--- config.mk ---
export PLATFORM = sky130hd
export DESIGN_NAME = xydb_arbiter
export DESIGN_NICKNAME = d
export VERILOG_FILES = /design/src/rtl/xydb_arbiter_pkg.sv /design/src/rtl/xydb_arbiter_bus_arb.sv /design/src/rtl/xydb_arbiter.sv
export SDC_FILE = /design/constraint.sdc
export NUM_CORES = 1
export LEC_CHECK = 0
export BUFFER_PORTS_ARGS = -buffer_cell sky130_fd_sc_hd__buf_2
export CAP_MARGIN = 20
export CORE_ASPECT_RATIO = 0.6
export CORE_MARGIN = 5
export CORE_UTILIZATION = 59
export CTS_CLUSTER_SIZE = 40
export DETAILED_ROUTE_END_ITERATION = 10
export PLACE_DENSITY = 0.82
export SETUP_SLACK_MARGIN = 0.4
export SYNTH_ARGS = -nofsm -noshare
export SYNTH_HDL_FRONTEND = slang
export SYNTH_HIERARCHICAL = 1
export SYNTH_SLANG_ARGS = --single-unit
--- constraint.sdc ---
create_clock -name Clk -period 3.87 [get_ports Clk]
set_input_delay 0.1935 -clock Clk [delete_from_list [all_inputs] [get_ports Clk]]
set_output_delay 0.1935 -clock Clk [all_outputs]
set_load 0.1 [all_outputs]
--- src/rtl/xydb_arbiter_pkg.sv ---
// ---------------------------------------------------------------------------
// xydb_arbiter_pkg
// Shared definitions for the XDB/YDB write-ownership arbiter: per-bus FSM
// state encoding, requester indices, the "no owner" code, default limits
// and a few small helpers used by the top level and the per-bus arbiter.
// ---------------------------------------------------------------------------
package xydb_arbiter_pkg;

  typedef enum logic [1:0] {
    IDLE  = 2'd0,
    CORE  = 2'd1,
    LOW   = 2'd2,
    FORCE = 2'd3
  } arb_state_e;

  localparam logic [1:0] REQ_CORE   = 2'd0;
  localparam logic [1:0] REQ_PERIPH = 2'd1;
  localparam logic [1:0] REQ_HOST   = 2'd2;
  localparam logic [1:0] OWNER_NONE = 2'b11;

  localparam int STARVE_MAX_DEF = 4;
  localparam int MAX_LOCK_DEF   = 8;

  // Requester index to one-hot grant; OWNER_NONE maps to no grant.
  function automatic logic [2:0] idx_to_onehot(input logic [1:0] idx);
    case (idx)
      REQ_CORE:   return 3'b001;
      REQ_PERIPH: return 3'b010;
      REQ_HOST:   return 3'b100;
      default:    return 3'b000;
    endcase
  endfunction

  // The low-priority requester that is not idx.
  function automatic logic [1:0] other_low(input logic [1:0] idx);
    return (idx == REQ_PERIPH) ? REQ_HOST : REQ_PERIPH;
  endfunction

  // True when two or more requesters contend for the same bus.
  function automatic logic multi_req(input logic [2:0] req);
    return (req[0] & req[1]) | (req[0] & req[2]) | (req[1] & req[2]);
  endfunction

endpackage

--- src/rtl/xydb_arbiter_bus_arb.sv ---
// ---------------------------------------------------------------------------
// xydb_arbiter_bus_arb (the bus_arb sub-block)
// Single-bus write arbiter: core priority, round-robin between the
// peripheral and host requesters, burst lock with a length cap, and a
// starvation guard that force-grants a waiting low requester for one cycle.
//
// Ports:
//   clk_i      system clock
//   rst_ni     asynchronous active-low reset
//   req_i[2:0] requests, bit i = requester i
//   lock_i[2:0] burst-lock hints, only bits 1 and 2 matter
//   gnt_o[2:0] registered one-hot (or zero) grant
//   owner_o    registered owner index, OWNER_NONE when idle
//   force_d_o  next-cycle force flag, registered by the top as core stall
// ---------------------------------------------------------------------------
module xydb_arbiter_bus_arb
  import xydb_arbiter_pkg::*;
#(
  parameter int STARVE_MAX = STARVE_MAX_DEF,
  parameter int MAX_LOCK   = MAX_LOCK_DEF
) (
  input  logic       clk_i,
  input  logic       rst_ni,
  input  logic [2:0] req_i,
  input  logic [2:0] lock_i,
  output logic [2:0] gnt_o,
  output logic [1:0] owner_o,
  output logic       force_d_o
);

  localparam logic [3:0] StarveMax = 4'(STARVE_MAX);
  localparam logic [3:0] MaxLock   = 4'(MAX_LOCK);

  arb_state_e state_q, state_d;
  logic [2:0] gnt_q, gnt_d;
  logic [1:0] owner_q, owner_d;
  logic [1:0] ptr_q, ptr_d;
  logic [3:0] starve_q, starve_d;
  logic [3:0] lock_q, lock_d;
  logic       force_d;

  logic       low_pend;
  logic [1:0] rr_win;
  logic       own_req;
  logic       own_lock;

  // The core cannot lock a bus, so its hint bit is intentionally dropped.
  logic       unused_lock0;
  assign unused_lock0 = lock_i[0];

  // Round-robin winner among the low requesters and the current owner's
  // request/lock bits, used by the lock-hold decision.
  always_comb begin
    low_pend = req_i[1] | req_i[2];
    rr_win   = REQ_PERIPH;
    if (req_i[1] && req_i[2]) begin
      rr_win = ptr_q;
    end else if (req_i[2]) begin
      rr_win = REQ_HOST;
    end
    own_req  = (owner_q == REQ_HOST) ? req_i[2]  : req_i[1];
    own_lock = (owner_q == REQ_HOST) ? lock_i[2] : lock_i[1];
  end

  // Next-state decision in precedence order: starvation force, core,
  // lock hold, fresh low grant, idle. Anything that gives a low requester
  // the bus clears the starvation count; only a core grant with a low
  // request waiting advances it.
  always_comb begin
    state_d  = IDLE;
    owner_d  = OWNER_NONE;
    force_d  = 1'b0;
    ptr_d    = ptr_q;
    starve_d = 4'd0;
    lock_d   = 4'd0;
    if (low_pend && (starve_q == StarveMax)) begin
      state_d = FORCE;
      owner_d = rr_win;
      force_d = 1'b1;
      ptr_d   = other_low(rr_win);
    end else if (req_i[0]) begin
      state_d = CORE;
      owner_d = REQ_CORE;
      if (low_pend) begin
        starve_d = (starve_q < StarveMax) ? starve_q + 4'd1 : starve_q;
      end
    end else if ((state_q == LOW) && own_req && own_lock && (lock_q < MaxLock)) begin
      state_d = LOW;
      owner_d = owner_q;
      lock_d  = lock_q + 4'd1;
    end else if (low_pend) begin
      state_d = LOW;
      owner_d = rr_win;
      ptr_d   = other_low(rr_win);
      lock_d  = 4'd1;
    end
    gnt_d = idx_to_onehot(owner_d);
  end

  // All arbiter state, including the grant outputs, lives in these flops.
  always_ff @(posedge clk_i or negedge rst_ni) begin
    if (!rst_ni) begin
      state_q  <= IDLE;
      gnt_q    <= 3'b000;
      owner_q  <= OWNER_NONE;
      ptr_q    <= REQ_PERIPH;
      starve_q <= 4'd0;
      lock_q   <= 4'd0;
    end else begin
      state_q  <= state_d;
      gnt_q    <= gnt_d;
      owner_q  <= owner_d;
      ptr_q    <= ptr_d;
      starve_q <= starve_d;
      lock_q   <= lock_d;
    end
  end

  assign gnt_o     = gnt_q;
  assign owner_o   = owner_q;
  assign force_d_o = force_d;

endmodule

--- src/rtl/xydb_arbiter.sv ---
// ---------------------------------------------------------------------------
// xydb_arbiter
// Arbitrates write ownership of the X and Y data buses between the core
// (requester 0), the peripheral port (1) and the host/debug port (2).
// Two identical bus arbiters run side by side; their force flags are
// merged into a single registered core stall, so simultaneous forces on
// both buses cost the core only one cycle.
//
// Ports:
//   Clk, reset_n          clock and asynchronous active-low reset
//   x_req/x_lock [2:0]    XDB requests and lock hints
//   x_gnt [2:0], x_owner  XDB registered grant and owner (2'b11 = none)
//   y_req/y_lock [2:0]    YDB requests and lock hints
//   y_gnt [2:0], y_owner  YDB registered grant and owner (2'b11 = none)
//   core_stall            registered, high in any force cycle
//   x_conflicts, y_conflicts [15:0]  saturating contention counters,
//                         present only when XYDB_ARB_STATS_EN is defined
// ---------------------------------------------------------------------------
module xydb_arbiter
  import xydb_arbiter_pkg::*;
#(
  parameter int STARVE_MAX = STARVE_MAX_DEF,
  parameter int MAX_LOCK   = MAX_LOCK_DEF
) (
  input  logic        Clk,
  input  logic        reset_n,
  input  logic [2:0]  x_req,
  input  logic [2:0]  x_lock,
  output logic [2:0]  x_gnt,
  input  logic [2:0]  y_req,
  input  logic [2:0]  y_lock,
  output logic [2:0]  y_gnt,
  output logic        core_stall,
  output logic [1:0]  x_owner,
  output logic [1:0]  y_owner
`ifdef XYDB_ARB_STATS_EN
  ,
  output logic [15:0] x_conflicts,
  output logic [15:0] y_conflicts
`endif
);

  logic x_force_d;
  logic y_force_d;
  logic core_stall_q;

  xydb_arbiter_bus_arb #(
    .STARVE_MAX(STARVE_MAX),
    .MAX_LOCK  (MAX_LOCK)
  ) u_bus_arb_x (
    .clk_i    (Clk),
    .rst_ni   (reset_n),
    .req_i    (x_req),
    .lock_i   (x_lock),
    .gnt_o    (x_gnt),
    .owner_o  (x_owner),
    .force_d_o(x_force_d)
  );

  xydb_arbiter_bus_arb #(
    .STARVE_MAX(STARVE_MAX),
    .MAX_LOCK  (MAX_LOCK)
  ) u_bus_arb_y (
    .clk_i    (Clk),
    .rst_ni   (reset_n),
    .req_i    (y_req),
    .lock_i   (y_lock),
    .gnt_o    (y_gnt),
    .owner_o  (y_owner),
    .force_d_o(y_force_d)
  );

  // The stall is registered from the next-cycle force flags so it rises
  // in exactly the cycle the forced low grant is visible on either bus.
  always_ff @(posedge Clk or negedge reset_n) begin
    if (!reset_n) begin
      core_stall_q <= 1'b0;
    end else begin
      core_stall_q <= x_force_d | y_force_d;
    end
  end

  assign core_stall = core_stall_q;

`ifdef XYDB_ARB_STATS_EN
  logic [15:0] x_conf_q;
  logic [15:0] y_conf_q;

  // Contention counters: one count per cycle with two or more requests on
  // the bus, holding at all-ones instead of wrapping.
  always_ff @(posedge Clk or negedge reset_n) begin
    if (!reset_n) begin
      x_conf_q <= 16'd0;
      y_conf_q <= 16'd0;
    end else begin
      if (multi_req(x_req) && (x_conf_q != 16'hFFFF)) begin
        x_conf_q <= x_conf_q + 16'd1;
      end
      if (multi_req(y_req) && (y_conf_q != 16'hFFFF)) begin
        y_conf_q <= y_conf_q + 16'd1;
      end
    end
  end

  assign x_conflicts = x_conf_q;
  assign y_conflicts = y_conf_q;
`endif

endmodule

==> results of run 1 <==
registers in the layout, indices dropped and copies added (netlist names):
| signal | count |
|---|---|
| core_stall | 1 |
| u_bus_arb_x/gnt_o | 3 |
| u_bus_arb_x/lock_q | 4 |
| u_bus_arb_x/owner_o | 2 |
| u_bus_arb_x/ptr_q | 2 |
| u_bus_arb_x/starve_q | 4 |
| u_bus_arb_x/state_q | 2 |
| u_bus_arb_y/gnt_o | 3 |
| u_bus_arb_y/lock_q | 4 |
| u_bus_arb_y/owner_o | 2 |
| u_bus_arb_y/ptr_q | 2 |
| u_bus_arb_y/starve_q | 4 |
| u_bus_arb_y/state_q | 2 |
worst max-delay path, stage by stage (launching register included):
cell and delay (ps):
dfrtp_1 390, inv_1 60, ha_1 190, and3b_1 210, o21ai_2 130, inv_4 80
o31ai_1 240, o21ai_0 200, and2_4 210
layout make-up:
cell class | instances | area share [%]
clock buffer | 7 | 4.65
multi-input combinational | 101 | 35.8
clock inverter | 1 | 0.270
tap | 32 | 2.16
timing repair buffer | 23 | 6.47
sequential | 35 | 47.6
inverter | 14 | 3.10
power groups by stage:
stage          sequential, mW  clock, mW  combinational, mW
6_report                0.419      0.267              0.195
5_1_grt                 0.423      0.293              0.209
4_1_cts                 0.419      0.270              0.196
3_5_place_dp            0.425          0              0.194
3_3_place_gp            0.422          0              0.188
2_1_floorplan           0.506          0             0.0653
per-stage QoR:
stage | cell area, um2 | total power, mW | hold slack [ps] | worst slack (ps) | cells
after floorplan | 1610 | 0.571 | -102 | 1860 | 150
final | 1860 | 0.881 | 174 | 2050 | 213
after global placement | 1760 | 0.611 | 283 | 2150 | 204
after detailed placement | 1760 | 0.619 | 302 | 2080 | 204
after global routing | 1860 | 0.924 | 180 | 1920 | 213
after CTS | 1860 | 0.885 | 170 | 2060 | 213
cell usage in the layout, fill, tap and decap left out, types with 12 or more instances in the layout:
master / Yosys / final
dfrtp_1: 29 / 29
nand2_1: 16 / 16
nor2_1: 20 / 20
buf_2: 0 / 22
inv_1: 12 / 12
layer usage:
metal,vias up,track usage (%),share of wire (%)
li1,568,-,-
met3,7,4.46,5.1
met1,594,24.2,48
met4,0,6.29,1.3
met2,33,27.0,45
met5,-,0,0
worst min path at each step:
stage	from	end	slack, ps
after global placement	reset_n	u_bus_arb_y/ptr_q[1]	280
final	x_req[0]	u_bus_arb_x/state_q[1]	170
after CTS	x_req[0]	u_bus_arb_x/state_q[1]	170
after global routing	x_req[0]	u_bus_arb_x/state_q[1]	180
after detailed placement	reset_n	u_bus_arb_y/ptr_q[1]	300
after floorplan	reset_n	core_stall	-100
cell families (layout without fill, tap and decap cells):
family	Yosys count	in the layout	synth area share, %
adder cells (fa/ha/maj)	6	6	4.68
XOR/XNOR	4	4	2.18
buffers and inverters	14	45	3.59
AO/OA/AOI/OAI	24	24	10.4
flip-flops	35	35	55.0
multiplexers	6	6	4.36
AND/OR/NAND/NOR	61	61	19.7
==> results by group, run 1 <==
Worst setup path
  – Required time of the critical path: 4050 ps
  – Reg2Reg Setup Slack: 2050 ps
  – Crit Path Class: reg2reg
  – CP Launch Type: flop
  – Worst setup path end: u_bus_arb_y/gnt_o[1]
  – CP max FO: 5
  – Reg2reg start: u_bus_arb_y/starve_q[0]
  – WP data arrival: 2000 ps
  – RR Endpoint: u_bus_arb_y/gnt_o[1]
  – Worst reg2reg path depth: 8
  – Worst Setup SP: u_bus_arb_y/starve_q[0]
  – CP endpoint kind: flop

GRT
  – Initial antenna violation count: 0
  – Vias in the first global route: approximately 1.2k
  – First-pass GRT wire length: 5300 um
  – Total grt overflow: 0
  – Global Route Usage Sum: 17.5%
  – Largest net degree at the start of global routing: 36

Pwr
  – Net Sw Power: 286 uW
  – PD cells: 475 nW/um2
  – Clock Power Share: a little over 30%
  – Internal: 595 uW
  – Comb pwr share: 22.1%
  – Flop pwr share: between 40% and 50%
  – P_leak: 0.924 nW
  – Maximum vdd drop: about 0.00034 V
  – Net Sw Frac: between 30% and 40%

CTS
  – Clock sinks: 35
  – Max Root-Sink Buffers: 2
  – Cts hold-fix bufs: 1
  – Worst skew pair latency: 290 ps
  – CTS buffer count: 5
  – Worst-path clk slew: 70 ps
  – H-tree Lvls: 2
  – CTS resizes: 0
  – CTS root buffer: clkbuf_8
  – Post-CTS setup repair buffer count: 0
  – TritonCTS clock tree: done

Min path
  – Hold Path Class: in2reg
  – Worst Hold Depth: 2

Timing
  – Tmin final: 1820 ps
  – Clk_skew: 10.4 ps
  – Final Hold Fails: 0
  – Tcrit/Tclk final: 47.0%
  – Fin. max-slew vios: 0
  – Final setup fails: 0
  – Fmax: roughly 550 MHz
  – Relative slew slack: 51.5%
  – Setup TNS: 0 ps
  – Worst-margin pin slew: 728 ps
  – RSZ-0062 raised after global routing: no

Floorplan
  – Cell row count: 14
  – Core area: between 2000 and 3000 um2
  – Io pins: 25
  – Die H: roughly 50 um
  – Initial core utilization: between 60 and 70%
  – Die extent in x: 77.3 um
  – Die area: 3900 um2

Job
  – Max-Cap Viols: 0

Finish
  – Util after Layout: 72.6%
  – Area grow syn2layout: 15.7%
  – Layout cells sized above 1: approximately 28%
  – Fillers: 183
  – Multi-input logic area: 664 um2
  – Reg area: 883 um2
  – Nets: 200
  – Diode count: 0

Yosys
  – Most area-hungry cell type in the Yosys netlist: dfrtp_1
  – Flops & latches, synth: 35
  – Post-synth EDFFs: 0
  – Cell count after synthesis: 150
  – Top cells by area, synth: dfrtp_1 (45%), dfstp_2 (9.8%), ha_1 (4.7%), nor2_1 (4.7%), nand2_1 (3.7%)
  – Mapped Nets: 170
  – Synth Warn #: 6
  – Post-Syn Area: 1610 um2
  – Seq/Total Area, Yosys: a little under three fifths
  – Synth top cells by count: dfrtp_1 (29), nor2_1 (20), nand2_1 (16)
  – Predominant post-synthesis flop cell: dfrtp_1
  – Async SR Flop Fraction: 100%
  – Library cells used by synthesis: 27
  – Most common cell in the synthesized netlist: dfrtp_1
  – Mean area per synthesized cell: approximately 11 um2
  – Synth top area share: 45.2%

Drt
  – WL final: 3130 um
  – Initial DRC Count: 63
  – First-pass DRT Iterations: 4
  – DRC Markers: 0
  – Routed via count: 1202
  – DR WL/cell: 14.7 um
  – DR vias/cell: 5.64
  – Antenna viol nets, final: 0

Placement
  – Final GP Congestion: 0.773
  – Number of port buffers: 22
  – Post-DP HPWL: 2370 um

Outcome
  – Status: finished clean
Power figures use the tool's default switching activity.
==> inputs of run 2 (changes only) <==
Settings changed: ABC_AREA set to 1, CORE_UTILIZATION 59 to 56, PLACE_DENSITY 0.82 to 0.78.
Clock period 3.87 ns to 1.72 ns, I/O delays scaled along.
==> results by group, run 2 <==
Floorplan
  – Core area: 2970 um2 (+16%)
  – Die extent in x: 82.8 um (+7.1%)
  – Initial core utilization: 60.1% (-2.6 points)
  – Io pins: 25 (unchanged)
  – Cell row count: 15 (+1)
  – Die area: 4450 um2 (+14%)
  – Die H: 53.7 um (+6.5%)

Drt
  – WL final: 4020 um (+28%)
  – Routed via count: 1472 (+22%)
  – Antenna viol nets, final: 0 (unchanged)
  – DR vias/cell: 5.02 (-11%)
  – DR WL/cell: 13.7 um (-6.6%)
  – First-pass DRT Iterations: 4 (unchanged)
  – Initial DRC Count: 82 (+30%)
  – DRC Markers: 0 (unchanged)

Min path
  – Worst Hold Depth: 4 (+2)
  – Hold Path Class: in2reg

Yosys
  – Synth top area share: 40.7% (-4.5 points)
  – Top cells by area, synth: dfrtp_1 (41%), nand2_1 (10%), dfstp_2 (8.8%), nor2_1 (6.7%), ha_1 (4.2%)
  – Mean area per synthesized cell: 8.83 um2 (-18%)
  – Post-Syn Area: 1780 um2 (+11%)
  – Async SR Flop Fraction: 100% (unchanged)
  – Post-synth EDFFs: 0 (unchanged)
  – Most common cell in the synthesized netlist: nand2_1
  – Flops & latches, synth: 35 (unchanged)
  – Synth Warn #: 6 (unchanged)
  – Most area-hungry cell type in the Yosys netlist: dfrtp_1
  – Cell count after synthesis: 202 (+35%)
  – Mapped Nets: 222 (+31%)
  – Predominant post-synthesis flop cell: dfrtp_1
  – Library cells used by synthesis: 23 (-15%)
  – Synth top cells by count: nand2_1 (49), nor2_1 (32), dfrtp_1 (29)
  – Seq/Total Area, Yosys: 49.5% (-5.5 points)

Timing
  – Final Hold Fails: 0 (unchanged)
  – Fmax: 701 MHz (+28%)
  – Tcrit/Tclk final: 82.9% (+36 points)
  – Worst-margin pin slew: 743 ps (+15.6 ps)
  – Fin. max-slew vios: 0 (unchanged)
  – Final setup fails: 0 (unchanged)
  – RSZ-0062 raised after global routing: yes
  – Clk_skew: 5.55 ps (-4.84 ps)
  – Setup WS post-layout: 294 ps (-1760 ps)
  – Setup TNS: 0 ps (unchanged)
  – Tmin final: 1430 ps (-394 ps)
  – Relative slew slack: 50.5% (-1.0 points)

GRT
  – First-pass GRT wire length: 6180 um (+17%)
  – Initial antenna violation count: 0 (unchanged)
  – Global Route Usage Sum: 18.4% (+0.88 points)
  – Total grt overflow: 0 (unchanged)
  – Largest net degree at the start of global routing: 36 (unchanged)
  – Vias in the first global route: 1321 (+13%)

CTS
  – H-tree Lvls: 2 (unchanged)
  – Worst skew pair latency: 280 ps (about the same)
  – Max Root-Sink Buffers: 2 (unchanged)
  – CTS buffer count: 5 (unchanged)
  – Clock sinks: 35 (unchanged)
  – TritonCTS clock tree: done
  – Worst-path clk slew: 70 ps (about the same)
  – CTS root buffer: clkbuf_8

Finish
  – Diode count: 0 (unchanged)
  – Most common cell after layout, fill and taps aside: nand2_1
  – Commonest non-fill, non-tap cells in the layout: nand2_1 (33), dfrtp_1 (29), nor2_1 (26), buf_2 (18), buf_4 (16)
  – Layout cells sized above 1: 45.8% (+18 points)
  – Nets: 270 (+35%)
  – Fin area: 2470 um2 (+33%)
  – Util after Layout: 83.2% (+11 points)
  – Final non-filler cell total: 293 (+38%)
  – Area grow syn2layout: 38.3%

Worst setup path
  – Crit Path Class: reg2reg
  – Worst reg2reg path depth: 9 (+1)
  – CP endpoint kind: flop
  – WP data arrival: 1650 ps (-350 ps)
  – Required time of the critical path: 1940 ps (-2110 ps)
  – CP Launch Type: flop
  – CP max FO: 5 (unchanged)

Placement
  – Worst slack, placed: 263 ps (-1820 ps)
  – Post-DP HPWL: 2640 um (+12%)
  – Final GP Congestion: 0.863 (+12%)
  – Placed cells: 266 (+30%)
  – DP Area: 2020 um2 (+15%)
  – Number of port buffers: 22 (unchanged)

Job
  – Max-Cap Viols: 0 (unchanged)

Pwr
  – PD cells: 931 nW/um2 (+96%)
  – Maximum vdd drop: 0.000683 V (+100%)
  – P_leak: 1.19 nW (+28%)

Outcome
  – Status: finished clean
==> run 2: cell count changes in the layout (fill, tap and decap cells not counted), sizes merged, moves of 3 or more <==
cell,delta
nand2,+39
mux2i,-4
inv,+8
nand3,+10
nor2,+26
clkinv,+3
o21ai,-6
and2,-4
nand4,+4
nor3b,-6
nand2b,-4
buf,+18
==> run 2: power by group <==
group | switching (mW) | internal [mW] | total (mW)
clock | 0.275 | 0.433 | 0.709
combinational | 0.436 | 0.193 | 0.630
sequential | 0.0506 | 0.906 | 0.956
total | 0.762 | 1.53 | 2.29
==> run 2: final timing paths <==
check                                        start               endpoint  slack (ps)
setup / recovery           u_bus_arb_y/starve_q[1]   u_bus_arb_y/gnt_o[1]         290
hold / removal                            x_req[0]  u_bus_arb_x/lock_q[1]         100
setup reg to reg           u_bus_arb_y/starve_q[1]   u_bus_arb_y/gnt_o[1]         290
hold reg to reg               u_bus_arb_x/ptr_q[1]   u_bus_arb_x/ptr_q[1]         480
max in group asynchronous                  reset_n  u_bus_arb_x/lock_q[3]         850
min in group asynchronous                  reset_n  u_bus_arb_y/lock_q[1]         400
==> run 2: per-layer routing <==
layer  track usage, %  share of wire, %  up-vias
met5                0                 0        -
met1             23.9                45      701
met3             5.50               5.3        6
met4             7.07              0.97        0
met2             29.5                48       38
li1                 -                 -      727
==> run 2: worst max-delay path, stage by stage, from the launching register on <==
cell and delay, ps:
dfrtp_1 400, inv_2 90, ha_4 150, nand3_4 90
nor2_8 160, inv_2 70, or2_1 210, nand2_1 70
nand2_1 70, nor2_2 70
==> run 2: area by class of cell <==
cell class	count	area, um2
fill	167	499
timing repair buffer	41	288
inverter	26	118
tap	42	52.6
clock buffer	7	76.3
clock inverter	1	30.0
sequential	35	898
multi-input combinational	141	1000
==> run 2: stage by stage <==
step,total power [mW],hold slack [ps]
finish,2.29,96.4
global route,2.41,109
floorplan,1.35,-210
CTS,2.24,88.7
detailed placement,1.46,189
global placement,1.44,173
==> run 2: what timing repair did <==
action                     CTS  global route
setup endpoints to repair   18            24
hold endpoints to repair    29             0
gates cloned                 0             0
gates resized for setup     26            27
setup buffers               11             7
hold buffers                 1             0
pin swaps                   13            15
==> run 2: cells by family (layout without fill, tap and decap cells) <==
group           Yosys count  after routing  share of synthesized area, %
compound gates            8              8                          2.25
xor+xnor                  4              4                          1.97
fa+ha+maj                 6              6                          4.21
buf+inv                  26             75                          5.61
flops                    35             35                          49.5
simple gates            123            123                          36.4
